$ cat config.mk
export PLATFORM = sky130hd
export DESIGN_NAME = alu_div_seq
export DESIGN_NICKNAME = d
export VERILOG_FILES = /design/src/rtl/alu_div_seq.sv
export SDC_FILE = /design/constraint.sdc
export NUM_CORES = 1
export LEC_CHECK = 0
export BUFFER_PORTS_ARGS = -buffer_cell sky130_fd_sc_hd__buf_2
export CAP_MARGIN = 20
export CORE_ASPECT_RATIO = 0.9
export CORE_MARGIN = 5
export CORE_UTILIZATION = 35
export CTS_CLUSTER_SIZE = 16
export DETAILED_ROUTE_END_ITERATION = 6
export GPL_TIMING_DRIVEN = 1
export PLACE_DENSITY_LB_ADDON = 0.15
export SLEW_MARGIN = 30
export SYNTH_ARGS = -nofsm -noshare
export SYNTH_HDL_FRONTEND = slang
export SYNTH_SLANG_ARGS = --single-unit
$ cat constraint.sdc
create_clock -name clk -period 2.75 [get_ports clk]
set_input_delay 0.4125 -clock clk [delete_from_list [all_inputs] [get_ports clk]]
set_output_delay 0.4125 -clock clk [all_outputs]
set_load 0.02 [all_outputs]
$ cat src/rtl/alu_div_seq.sv
// alu_div_seq: iterative restoring divider that borrows the shared integer ALU.
// While an operation is in flight the block owns the ALU muxes. Each quotient
// bit takes two ALU cycles: a compare (SGEU) followed by a subtract (SUB).
// Optional feature macro: DIV_SIGNED_EN adds signed DIV/REM. It takes operand
// magnitudes on accept and applies the sign fix-up on entry to DONE.

package alu_div_pkg;
  typedef enum logic [3:0] {
    ALU_NOP  = 4'd0,
    ALU_ADD  = 4'd1,
    ALU_SUB  = 4'd2,
    ALU_SGEU = 4'd3
  } alu_op_t;
endpackage

module alu_div_seq
  import alu_div_pkg::*;
#(
  parameter int WIDTH     = 32,
  parameter int DIV0_FAST = 1
) (
  input  logic             clk,
  input  logic             rst_n,
  input  logic             req_valid,
  output logic             req_ready,
  input  logic             req_signed,
  input  logic [WIDTH-1:0] dividend,
  input  logic [WIDTH-1:0] divisor,
  input  logic             flush,
  output logic             alu_own,
  output alu_op_t          alu_op,
  output logic [WIDTH-1:0] alu_src1,
  output logic [WIDTH-1:0] alu_src2,
  input  logic [WIDTH-1:0] alu_result,
  output logic             rsp_valid,
  input  logic             rsp_ready,
  output logic [WIDTH-1:0] quotient,
  output logic [WIDTH-1:0] remainder
);

  typedef enum logic [1:0] {S_IDLE, S_CMP, S_SUB, S_DONE} state_t;

  state_t           state;
  logic [WIDTH-1:0] rem, quo;
  logic [4:0]       cnt;
  logic             ge_q;

  logic             ge;
  logic [WIDTH-1:0] rem_nxt, quo_nxt, rem_sh_nxt;
  logic [WIDTH-1:0] a_mag, b_mag, q_fix, r_fix;

  // Bit 31 of the old remainder is the 33rd bit of the shifted remainder.
  // When it is set, the shifted value is always >= divisor, and the
  // 32-bit wrap of SUB still gives the exact difference.
  assign ge         = alu_result[0] | rem[WIDTH-1];
  assign rem_nxt    = ge_q ? alu_result : {rem[WIDTH-2:0], quo[WIDTH-1]};
  assign quo_nxt    = {quo[WIDTH-2:0], ge_q};
  assign rem_sh_nxt = {rem_nxt[WIDTH-2:0], quo_nxt[WIDTH-1]};

`ifdef DIV_SIGNED_EN
  logic a_neg, b_neg, neg_q, neg_r, div0_q;
  assign a_neg = req_signed & dividend[WIDTH-1];
  assign b_neg = req_signed & divisor[WIDTH-1];
  assign a_mag = a_neg ? -dividend : dividend;
  assign b_mag = b_neg ? -divisor  : divisor;
  // Divide by zero keeps quotient = -1 whatever the operand signs are.
  // Negating the remainder magnitude brings the raw dividend back.
  assign q_fix = div0_q ? '1 : (neg_q ? -quo_nxt : quo_nxt);
  assign r_fix = neg_r ? -rem_nxt : rem_nxt;

  // Sign bookkeeping is captured at accept time.
  always_ff @(posedge clk or negedge rst_n) begin
    if (!rst_n) begin
      neg_q  <= 1'b0;
      neg_r  <= 1'b0;
      div0_q <= 1'b0;
    end else if (state == S_IDLE && req_valid && !flush) begin
      neg_q  <= a_neg ^ b_neg;
      neg_r  <= a_neg;
      div0_q <= (divisor == '0);
    end
  end
`else
  logic unused_sign;
  assign unused_sign = req_signed;
  assign a_mag = dividend;
  assign b_mag = divisor;
  assign q_fix = quo_nxt;
  assign r_fix = rem_nxt;
`endif

  // Sequencer FSM. All handshake and ALU-mux outputs are registered.
  always_ff @(posedge clk or negedge rst_n) begin
    if (!rst_n) begin
      state     <= S_IDLE;
      req_ready <= 1'b1;
      rsp_valid <= 1'b0;
      alu_own   <= 1'b0;
      alu_op    <= ALU_NOP;
      alu_src1  <= '0;
      alu_src2  <= '0;
      quotient  <= '0;
      remainder <= '0;
      rem       <= '0;
      quo       <= '0;
      cnt       <= '0;
      ge_q      <= 1'b0;
    end else if (flush) begin
      state     <= S_IDLE;
      req_ready <= 1'b1;
      rsp_valid <= 1'b0;
      alu_own   <= 1'b0;
      alu_op    <= ALU_NOP;
    end else begin
      unique case (state)
        S_IDLE: if (req_valid) begin
          req_ready <= 1'b0;
          rem       <= '0;
          quo       <= a_mag;
          cnt       <= 5'd31;
          if (DIV0_FAST != 0 && divisor == '0) begin
            state     <= S_DONE;
            rsp_valid <= 1'b1;
            quotient  <= '1;
            remainder <= dividend;
          end else begin
            state    <= S_CMP;
            alu_own  <= 1'b1;
            alu_op   <= ALU_SGEU;
            alu_src1 <= {{(WIDTH-1){1'b0}}, a_mag[WIDTH-1]};
            alu_src2 <= b_mag;
          end
        end
        S_CMP: begin
          ge_q   <= ge;
          alu_op <= ALU_SUB;
          state  <= S_SUB;
        end
        S_SUB: begin
          rem <= rem_nxt;
          quo <= quo_nxt;
          if (cnt == 5'd0) begin
            state     <= S_DONE;
            alu_own   <= 1'b0;
            alu_op    <= ALU_NOP;
            rsp_valid <= 1'b1;
            quotient  <= q_fix;
            remainder <= r_fix;
          end else begin
            cnt      <= cnt - 5'd1;
            state    <= S_CMP;
            alu_op   <= ALU_SGEU;
            alu_src1 <= rem_sh_nxt;
          end
        end
        S_DONE: if (rsp_ready) begin
          state     <= S_IDLE;
          rsp_valid <= 1'b0;
          req_ready <= 1'b1;
        end
        default: state <= S_IDLE;
      endcase
    end
  end

endmodule

-- Yosys cells after proc, flatten, opt, wreduce, memory -nomap -nowiden
Cells that the tools add are included.
- register bits: 207
- bits in latches: 0
- bits in writable memories: 0
- memory bits (read-only): 0
- input port bits: 102
- output and inout bits: 135
- word-level logic and storage cells: 95
- memories kept: 0
- add/subtract/negate cells: 1
- multipliers: 0
- divide/modulo/power cells: 0
- $lt $le $gt $ge: 0
- equal/unequal tests: 13
- shift operators: 0
- muxes and demuxes: 46
- bitwise gates (word level): 3
- reductions and logical operators: 19
- operator list (kind ; count):
    two-way mux 32 bit ; 12
    one-hot mux 32 bit (2 select lines) ; 5
    logical NOT 32 bit ; 1
    != test 3 bit (second input constant) ; 5
    AND reduction 5 bit ; 3
    two-way mux 1 bit ; 12
    two-way mux 2 bit ; 6
    two-way mux 4 bit ; 3
    one-hot mux 4 bit (3 select lines) ; 1
    AND reduction 4 bit ; 3
    two-way mux 5 bit ; 2
    != test 2 bit (second input constant) ; 5
    one-hot mux 5 bit (2 select lines) ; 1
    AND reduction 3 bit ; 3
    one-hot mux 2 bit (4 select lines) ; 1
    nonzero test 4 bit ; 2
    nonzero test 3 bit ; 2
    logical NOT 5 bit ; 1
    subtractor 5 x 1 -> 5 bit (second input constant) ; 1
    equality test 2 bit (second input constant) ; 2
    one-hot mux 1 bit (2 select lines) ; 2
    AND reduction 2 bit ; 2
    one-hot mux 1 bit (3 select lines) ; 1
    equality test 2 x 1 -> 1 bit (second input constant) ; 1
    4 further kinds ; 5

-- Longest topological paths before layout
Gate-level depths: netlist of the first run.
- word-level depth: 5
- depth in mapped cells: 9
- depth with buffers taken out: 7

-- Worst setup path before layout of the first run
Ideal clock, no wire load.
- path kind: register to register
- start: register state[0]
- end: register remainder[10]
- library setup time: 0.125 ns
- data arrival time: 2.154 ns
- required time: 2.625 ns
- path slack: 0.470 ns
- stages on the path, launching flop included: 10
- path buffers: 3
- period minus slack after synthesis: 2.280 ns
- path through: dfrtp_1 > inv_1 > ha_1 > and2b_4 > nor3_2 > buf_2 > and3_4 > buf_12 > buf_12 > mux2_4
- word-level cells in the longest chain between the ends: 3
- elaborated cells between the ends (all ways): 8
- those cells by class: 4 x eq/ne; 1 x mux; 3 x reduce/logical
- RTL lines (element ; RTL line ; RTL):
    start: declaration ; 43 ; state_t state;
    start signal: assignment ; 95 ; state <= S_IDLE;
    start signal: assignment ; 109 ; state <= S_IDLE;
    start signal: assignment ; 122 ; state <= S_DONE;
    equality test 2 bit or logical NOT 2 bit (tied branches) ; 115 ; unique case (state)
    != test 2 bit (no source line) or nonzero test 2 bit (tied branches) ; -- ;
    AND reduction 5 bit (no source line) ; -- ;
    end signal: assignment ; 125 ; remainder <= dividend;
    end signal: assignment ; 148 ; remainder <= r_fix;
    end: declaration ; 38 ; output logic [WIDTH-1:0] remainder
Several ways; a longest one is shown, not always the timed one.
A chain may end at the register's enable or synchronous reset.

-- Worst setup path in the final report of the first run
- start: register state[0]
- end: register rem[15]
- word-level cells in the longest chain between the ends: 3
- elaborated cells between the ends (all ways): 6
- those cells by class: 2 x eq/ne; 1 x mux; 3 x reduce/logical
- RTL lines (element ; RTL line ; RTL):
    equality test 2 bit or logical NOT 2 bit (tied branches) ; 115 ;
    nonzero test 2 bit (no source line) or != test 2 bit (tied branches) ; -- ;
    AND reduction 3 bit (no source line) ; -- ;
    end signal: assignment ; 140 ; rem <= rem_nxt;
    end: declaration ; 44 ; logic [WIDTH-1:0] rem, quo;
Several ways; a longest one is shown, not always the timed one.

==> impl_metrics.toml, run 1 <==
[timing]
rsz0062_at_grt = "no"
fmax_mhz = 421
period_share = 0.863
min_period_ns = 2.37
skew_ns = 0.0105
relSlewSlack = 0.556
hold_viol = 0
finalSetupTns_ns = 0
maxSlewViolCount = 0
tightest_slew_ns = 0.666
setup_viol = 0

[placement]
hpwl_mm = 16.9
place.gp.congestion = 0.777
port_buffers = 233

[clocking]
cts.htree.levels = 1
cts_tree = "yes"
cts-root-buf = "clkbuf_16"
clk_latency_ns = 0.51
clkSlewWorstSetupHoldPaths_ns = 0.06
cts_setup_buffers = 0
clock_sinks = 205
clockBufferDepth = 3
ctsResizeCount = 0
numCtsBuffers = 25

[global_routing]
grt_antenna_before_repair = 1
grt_usage = 0.162
grt_pass1_wl_mm = 38.9
grt_max_degree = 98
overflow = 0
grt_pass1_vias = 6970

[run_status]
status = "finished clean"

[hold_path]
hp-class = "input port to flip-flop"

[worst_setup_path]
critPathArrivalTime_ns = 2.79
cp.required_ns = 3.16
cpMaxStageDelayCell = "or3_4"
cp.buffers_inverters = 2
cp-end-kind = "flip-flop"
crit_path_max_fanout = 40
cp_cell_sequence = "inv_1 -> ha_1 -> and2b_4 -> or3_4 -> buf_4 -> o21ai_0"
max_stage_delay_ns = 0.53
critPathKind = "flip-flop to flip-flop"
r2r_setup_slack_ns = 0.38
startpoint_type = "flip-flop"
crit_family = "simple AND/OR/NAND/NOR gates"

[yosys]
synth-xor-area-share = 0
synth_cells = 799
syn-mean-instance-area_um2 = 11.4
synth_mux_area_frac = 0.168
synth_cell_types = 44
async_flop_share = 1.00
synth-simple-area-share = 0.0896
synth_flop_cell = "dfrtp_1"
ys_seq_elements = 205
yosysWarnings = 0
synth_top_family_by_area = "multiplexers"
synth_compound_area_frac = 0.120
synth_edf_count = 0
synth_area_um2 = 9150
seq_area_frac_synth = 0.561
yosys.area_share.adder = 0.00821

[power_and_ir_drop]
power_w = 0.0109
p_sw_w = 0.00358
internal-power_w = 0.00730
p_leak_nw = 5.34
irDropWorstVdd_uv = 512
p_seq_frac = 0.397
power_density_nw_per_um2 = 941
switching_share = 0.329
pwr-share-clk = 0.299
combPwrFrac = 0.305

[floorplan]
die_y_um = 163
rows = 56
die-area_um2 = 29500
die_x_um = 180
coreArea_um2 = 25900
start_util = 0.353
io_pins = 237

[detailed_routing]
drc_errors = 0
ant_nets = 0
firstDrtPassIters = 4
via_per_inst = 4.69
vias = 6537
drt_wl_total_mm = 24.0
drtIter0Drc = 379
wl_per_cell_um = 17.2

[final_layout]
area_growth_pct = 26.4
nFillCells = 2557
nNetsFinal = 1139
diodes = 0
layout-drive-gt1-share = 0.386
finalCoreUtilization = 0.446

[flow_run]
max_cap_viol_count = 0
[layer usage]
layer  routed length (um)  global-route usage  part of all wire
met1                11000               0.221              0.46
met2                11500               0.271              0.48
met3                 1030              0.0305             0.043
met5                    0                   0                 0
met4                  433              0.0333             0.018
[sequential cells by signal (all words and copies together) (netlist names)]
register and cells:
alu_own 1, rsp_valid 1, quo 32, cnt 5
alu_src2 32, remainder 32, alu_op 2, quotient 32
req_ready 1, alu_src1 32, ge_q 1, rem 32
state 2
[cells in the mapped netlist (2+ instances only)]
cell type / n / area [um2]
nor4_1: 3 / 18.8
o22a_1: 32 / 280
a21oi_1: 9 / 45.0
nor2b_1: 3 / 18.8
nand2_1: 134 / 503
mux2i_1: 34 / 340
nand3_1: 2 / 10.0
nand4_2: 2 / 25.0
o31ai_1: 3 / 22.5
clkbuf_2: 2 / 10.0
buf_2: 10 / 50.1
buf_6: 3 / 33.8
ha_1: 6 / 75.1
nor3_1: 3 / 15.0
a211oi_1: 2 / 15.0
clkbuf_1: 27 / 101
a31oi_1: 2 / 12.5
or3_1: 4 / 25.0
nand2b_1: 2 / 12.5
mux2_2: 66 / 743
buf_4: 6 / 45.0
nor4_2: 7 / 87.6
mux2_4: 28 / 420
buf_12: 4 / 80.1
o21ai_0: 133 / 666
mux2_1: 3 / 33.8
dfrtp_1: 204 / 5100
nor2_1: 9 / 33.8
inv_1: 41 / 154
[power by group through the flow]
stage / Clock, W / Combinational (W) / Sequential, W
floorplan: 0 / 0.00167 / 0.00489
CTS: 0.00337 / 0.00339 / 0.00433
finish: 0.00325 / 0.00332 / 0.00432
global placement: 0 / 0.00335 / 0.00435
detailed placement: 0 / 0.00338 / 0.00437
global route: 0.00349 / 0.00362 / 0.00443
[repair_timing]
action | CTS | global route
setup endpoints to repair | 0 | 0
endpoints found under the hold margin | 78 | 0
hold buffers | 1 | 0
[placed cells by master (no fill, tap or decap), types with 3 or more instances in the layout]
cell,instances
clkbuf_16,25
o31ai_1,3
nor4_1,3
nor4_2,7
nor3_1,3
buf_2,232
nor2_1,9
ha_1,5
mux2_1,3
o21ai_0,133
a21oi_1,9
inv_1,41
clkbuf_1,8
mux2_4,28
nor2b_1,3
clkbuf_8,3
or3_1,3
dfrtp_1,203
o22a_1,32
buf_12,9
mux2_2,66
bufinv_16,3
nand2_1,134
mux2i_1,34
buf_4,14
[logic make-up after synthesis]
kind of cell / count (synthesis)
flip-flops: 205
AO/OA/AOI/OAI: 186
AND/OR/NAND/NOR: 176
multiplexers: 131
buffers and inverters: 94
adder cells (fa/ha/maj): 6
other: 1
[per-stage QoR]
| stage | instances | setup WS, ns | cell area, um2 | hold WS [ns] |
|---|---|---|---|---|
| after floorplan | 800 | 0.470 | 9150 | 0.117 |
| after global placement | 1351 | 0.341 | 10700 | 0.455 |
| after detailed placement | 1351 | 0.319 | 10700 | 0.465 |
| after CTS | 1394 | 0.367 | 11600 | 0.129 |
| after global routing | 1394 | 0.209 | 11600 | 0.133 |
| final | 1394 | 0.376 | 11600 | 0.154 |
[worst reg2reg max path: cells and delay by family, from the launching register on]
family                   cells  cell delay (ns)
AND/OR/NAND/NOR              2             0.76
buffers and inverters        2             0.49
flip-flops                   1             0.50
adder cells (fa/ha/maj)      1             0.32
AO/OA/AOI/OAI                1             0.21
[final cells by class]
| type | instances | area [um2] | area share |
|---|---|---|---|
| inverter | 41 | 154 | 0.0133 |
| clock buffer | 36 | 697 | 0.0603 |
| timing repair buffer | 257 | 1470 | 0.127 |
| multi-input combinational | 501 | 3560 | 0.308 |
| tap | 348 | 435 | 0.0377 |
| clock inverter | 6 | 109 | 0.00941 |
| sequential | 205 | 5130 | 0.444 |
[final timing paths]
path / start / cells after the start / to
worst min-delay path: divisor[27] / 2 / alu_src2[27]$_DFFE_PN0P_
worst max-delay path: state[0]$_DFFE_PN0P_ / 6 / rem[15]$_DFFE_PN0P_
worst min register to register: alu_src1[21]$_DFFE_PN0P_ / 2 / alu_src1[21]$_DFFE_PN0P_
worst max register to register: state[0]$_DFFE_PN0P_ / 6 / rem[15]$_DFFE_PN0P_
min in group asynchronous: rst_n / 2 / quo[10]$_DFFE_PN0P_
max in group asynchronous: rst_n / 3 / req_ready$_DFFE_PN1P_
No activity file was read; power rests on OpenSTA's default activity.
==> run 2: changes to the inputs <==
- CORE_UTILIZATION: 35 -> 50
==> run 2 against run 1 <==
Against the previous run: final cell count shrank 8.0%; register-to-register slack lost 0.06 ns; core utilization grew 18 points; clock power shrank 4%; largest cell class unchanged; setup slack lost 0.061 ns; fmax shrank 2.5%; clock-buffer cell count shrank 4; critical endpoint is now alu_src1[18]$_DFFE_PN0P_.
==> impl_metrics.toml, run 2 (synthesis results as in run 1) <==
[global_routing]
grt_usage = 0.205
grt_antenna_before_repair = 0
grt_pass1_vias = 6677
overflow = 0
grt_max_degree = 65
grt_pass1_wl_mm = 36.1

[worst_setup_path]
cp.buffers_inverters = 3
cp.depth = 8
cp_cell_sequence = "inv_1 -> ha_1 -> and2b_4 -> nor3_2 -> buf_4 -> o311ai_4 -> buf_4 -> o21ai_0"
worstRegToRegCells = 8
r2r_setup_slack_ns = 0.31
cpMaxStageDelayCell = "buf_4"
critPathArrivalTime_ns = 2.77
cp-end-kind = "flip-flop"
crit_path_max_fanout = 64
startpoint_type = "flip-flop"
critPathKind = "flip-flop to flip-flop"
crit_family = "buffers and inverters"
cpMostUsedCell = "buf_4"
cp.required_ns = 3.09
max_stage_delay_ns = 0.51

[timing]
period_share = 0.885
relSlewSlack = 0.420
rsz0062_at_grt = "no"
finalSetupTns_ns = 0
worst_slack_ns = 0.315
min_period_ns = 2.44
tightest_slew_ns = 0.870
fmax_mhz = 411
maxSlewViolCount = 0
skew_ns = 0.0127
hold_viol = 0
setup_viol = 0

[placement]
pre_cts_slack_ns = 0.313
hpwl_mm = 15.3
dp_cells = 1240
place.gp.congestion = 0.785
port_buffers = 233
placed_area_um2 = 10500

[detailed_routing]
wl_per_cell_um = 17.0
ant_nets = 0
vias = 6606
drtIter0Drc = 239
drc_errors = 0
firstDrtPassIters = 4
via_per_inst = 5.15
drt_wl_total_mm = 21.8

[floorplan]
rows = 47
coreArea_um2 = 18200
die-area_um2 = 21100
start_util = 0.503
die_x_um = 153
die_y_um = 138
io_pins = 237

[clocking]
numCtsBuffers = 23
cts-root-buf = "clkbuf_16"
clockBufferDepth = 3
cts_setup_buffers = 0
cts_tree = "yes"
clkSlewWorstSetupHoldPaths_ns = 0.06
clk_latency_ns = 0.49
clock_sinks = 205
cts.htree.levels = 1

[final_layout]
most-common-layout-cells = "buf_2 (232), dfrtp_1 (203), nand2_1 (134)"
layout-drive-gt1-share = 0.384
area_growth_pct = 23.7
fin_cells = 1283
nNetsFinal = 1129
finalCoreUtilization = 0.623
final_common_cell = "buf_2"
final_cell_area_um2 = 11300

[power_and_ir_drop]
p_sw_w = 0.00353
pwr-share-clk = 0.291
combPwrFrac = 0.300
p_leak_nw = 5.28
internal-power_w = 0.00716
irDropWorstVdd_uv = 574
p_seq_frac = 0.409
power_density_nw_per_um2 = 945
switching_share = 0.330

[flow_run]
max_cap_viol_count = 0

[hold_path]
min_path_cells = 2
hp-class = "input port to flip-flop"

[run_status]
status = "finished clean"
## run 2: cell types whose count changed in the layout (fill, tap and decap cells not counted), moves of 2 or more
cell       previous run  this run
clkbuf_8              3         5
buf_12                9         7
buf_4                14         8
clkinv_2              2         5
clkbuf_1              8         5
clkbuf_16            25        23
## run 2: layer usage
layer  up-vias  track usage  wire, um
met1      3188        0.295     10100
met3        34       0.0372       943
met2       166        0.329     10300
met4         0       0.0502       509
li1       3218            -         -
met5         -            0         0
## run 2: power groups by stage
| stage | registers, W | clock network, W | logic [W] |
|---|---|---|---|
| 6_report | 0.00438 | 0.00311 | 0.00320 |
| 2_1_floorplan | 0.00489 | 0 | 0.00167 |
| 3_3_place_gp | 0.00439 | 0 | 0.00318 |
| 4_1_cts | 0.00438 | 0.00319 | 0.00325 |
| 3_5_place_dp | 0.00441 | 0 | 0.00324 |
| 5_1_grt | 0.00448 | 0.00332 | 0.00348 |
## run 2: stage by stage
step,hold slack (ns),total power (W)
final,0.163,0.0107
after global routing,0.156,0.0113
after CTS,0.144,0.0108
after detailed placement,0.390,0.00765
after global placement,0.390,0.00758
after floorplan,0.117,0.00655
## run 2: worst paths after layout
kind	start	to
max in group asynchronous	rst_n	ge_q$_DFFE_PN0P_
worst max register to register	state[0]$_DFFE_PN0P_	alu_src1[18]$_DFFE_PN0P_
min in group asynchronous	rst_n	alu_src2[30]$_DFFE_PN0P_
worst min-delay path	divisor[4]	alu_src2[4]$_DFFE_PN0P_
worst max-delay path	state[0]$_DFFE_PN0P_	alu_src1[18]$_DFFE_PN0P_
worst min register to register	alu_src1[5]$_DFFE_PN0P_	alu_src1[5]$_DFFE_PN0P_
## run 2: area by class of cell
| class | count | area, um2 |
|---|---|---|
| fillers | 1500 | 6860 |
| flip-flops and latches | 205 | 5130 |
| multi-input cells | 501 | 3560 |
| repair buffers | 249 | 1390 |
| clock buffers | 32 | 649 |
| well taps | 245 | 307 |
| inverters | 41 | 154 |
| clock inverters | 9 | 123 |
| diodes | 1 | 2.50 |
## run 2: worst register-to-register path, cell delays in order, from the launching register on
cell	delay, ns
dfrtp_1	0.47
inv_1	0.18
ha_1	0.32
and2b_4	0.25
nor3_2	0.06
buf_4	0.19
o311ai_4	0.08
buf_4	0.51
o21ai_0	0.23
## run 2: timing repair
item	CTS	global route
hold buffers	1	0
resized for setup	0	0
endpoints found under the hold margin	44	0
==> run 3: changes to the inputs <==
- clock period: 2.75 -> 2.7 ns (I/O delays scaled with it)
==> run 3 against run 2 <==
Against the previous run: flip-flop and latch count unchanged; highest routed layer unchanged; setup slack improved by 0.024 ns; global-route usage decreased by 0.14 points; first-iteration DRC count increased by 23%; hold slack got worse by 0.0089 ns; die area unchanged; clock skew decreased by 0.00050 ns; wire length decreased by 0.15%; via count decreased by 0.21%; critical path depth decreased by 1.
==> impl_metrics.toml, run 3 (synthesis results as in run 1) <==
[run_status]
status = "finished clean"

[worst_setup_path]
crit_family = "simple AND/OR/NAND/NOR gates"
startpoint_type = "flip-flop"
max_stage_delay_ns = 0.50
critPathKind = "flip-flop to flip-flop"
cpMaxStageDelayCell = "dfrtp_1"
crit_path_max_fanout = 39
cp-end-kind = "flip-flop"
cp.required_ns = 3.07
cp_cell_sequence = "inv_1 -> ha_1 -> and2b_4 -> nor3_2 -> and3_4 -> buf_12 -> mux2_4"
critPathArrivalTime_ns = 2.73
cp.buffers_inverters = 2

[placement]
port_buffers = 233
place.gp.congestion = 0.812
placed_area_um2 = 10600
hpwl_mm = 15.4

[floorplan]
io_pins = 237
coreArea_um2 = 18200
die_y_um = 138
die-area_um2 = 21100
rows = 47
die_x_um = 153
start_util = 0.503

[final_layout]
diodes = 0
area_growth_pct = 24.4
final_common_cell = "buf_2"
most-common-layout-cells = "buf_2 (232), dfrtp_1 (203), nand2_1 (134)"
final_cell_area_um2 = 11400
layout-drive-gt1-share = 0.385
nNetsFinal = 1132
nFillCells = 1505

[timing]
rsz0062_at_grt = "no"
finalSetupTns_ns = 0
setup_viol = 0
maxSlewViolCount = 0
tightest_slew_ns = 0.649
fmax_mhz = 423
skew_ns = 0.0122
relSlewSlack = 0.568
period_share = 0.875
min_period_ns = 2.36
hold_viol = 0

[clocking]
clkSlewWorstSetupHoldPaths_ns = 0.06
cts.htree.levels = 1
cts_tree = "yes"
clk_latency_ns = 0.49
numCtsBuffers = 23
ctsResizeCount = 0
cts_setup_buffers = 0
clockBufferDepth = 3
cts-root-buf = "clkbuf_16"
clock_sinks = 205

[global_routing]
grt_usage = 0.204
grt_antenna_before_repair = 0
grt_max_degree = 65
grt_pass1_wl_mm = 35.9
overflow = 0
grt_pass1_vias = 6770

[detailed_routing]
firstDrtPassIters = 4
ant_nets = 0
via_per_inst = 5.13
drtIter0Drc = 293
drt_wl_total_mm = 21.8
drc_errors = 0
wl_per_cell_um = 17.0
vias = 6592

[flow_run]
max_cap_viol_count = 0

[power_and_ir_drop]
p_leak_nw = 5.30
power_density_nw_per_um2 = 963
irDropWorstVdd_uv = 630

[hold_path]
hp-class = "input port to flip-flop"
[run 3: changes by cell type in the layout (fill, tap and decap cells not counted), sizes merged]
cell      previous run  this run
diode                1         0
clkbuf              33        31
clkinvlp             1         3
inv                 41        42
clkinv               5         2
buf                247       250
bufinv               3         4
[run 3: layer usage]
layer | track usage | vias up | wire length (um)
met4 | 0.0422 | 0 | 416
met5 | 0 | - | 0
met2 | 0.332 | 160 | 10300
met1 | 0.288 | 3178 | 9980
li1 | - | 3223 | -
met3 | 0.0416 | 31 | 1130
[run 3: stage by stage]
stage / total power (W) / hold slack, ns / utilization / std cells / worst slack [ns]
after floorplan: 0.00667 / 0.109 / - / 800 / 0.420
after global placement: 0.00774 / 0.424 / 0.582 / 1243 / 0.297
after detailed placement: 0.00781 / 0.425 / 0.582 / 1243 / 0.254
after CTS: 0.0111 / 0.136 / 0.626 / 1284 / 0.347
after global routing: 0.0116 / 0.147 / 0.626 / 1284 / 0.215
final: 0.0110 / 0.154 / 0.626 / 1284 / 0.338
[run 3: worst paths after layout]
kind / startpoint / to / slack [ns] / cells after the start
setup / recovery: state[0]$_DFFE_PN0P_ / remainder[14]$_DFFE_PN0P_ / 0.34 / 7
hold / removal: divisor[8] / alu_src2[8]$_DFFE_PN0P_ / 0.15 / 2
setup reg to reg: state[0]$_DFFE_PN0P_ / remainder[14]$_DFFE_PN0P_ / 0.34 / 7
hold reg to reg: alu_src1[19]$_DFFE_PN0P_ / alu_src1[19]$_DFFE_PN0P_ / 0.47 / 2
max in group asynchronous: rst_n / quo[18]$_DFFE_PN0P_ / 1.56 / 3
min in group asynchronous: rst_n / quotient[13]$_DFFE_PN0P_ / 0.46 / 2
[run 3: final cells by class]
cell class	instances	area, um2	area share
inverter	41	154	0.0135
clock inverter	10	164	0.0144
tap	245	307	0.0269
timing repair buffer	252	1430	0.126
clock buffer	30	622	0.0547
sequential	205	5130	0.451
multi-input combinational	501	3560	0.313
[run 3: timing repair]
| action | CTS | global route |
|---|---|---|
| setup endpoints to repair | 0 | 0 |
| hold endpoints to repair | 57 | 0 |
| hold buffers | 1 | 0 |
[run 3: where the power goes]
| part | internal (W) | switching, W | total (W) |
|---|---|---|---|
| logic | 0.00149 | 0.00182 | 0.00331 |
| clock network | 0.00201 | 0.00122 | 0.00322 |
| registers | 0.00386 | 0.000559 | 0.00442 |
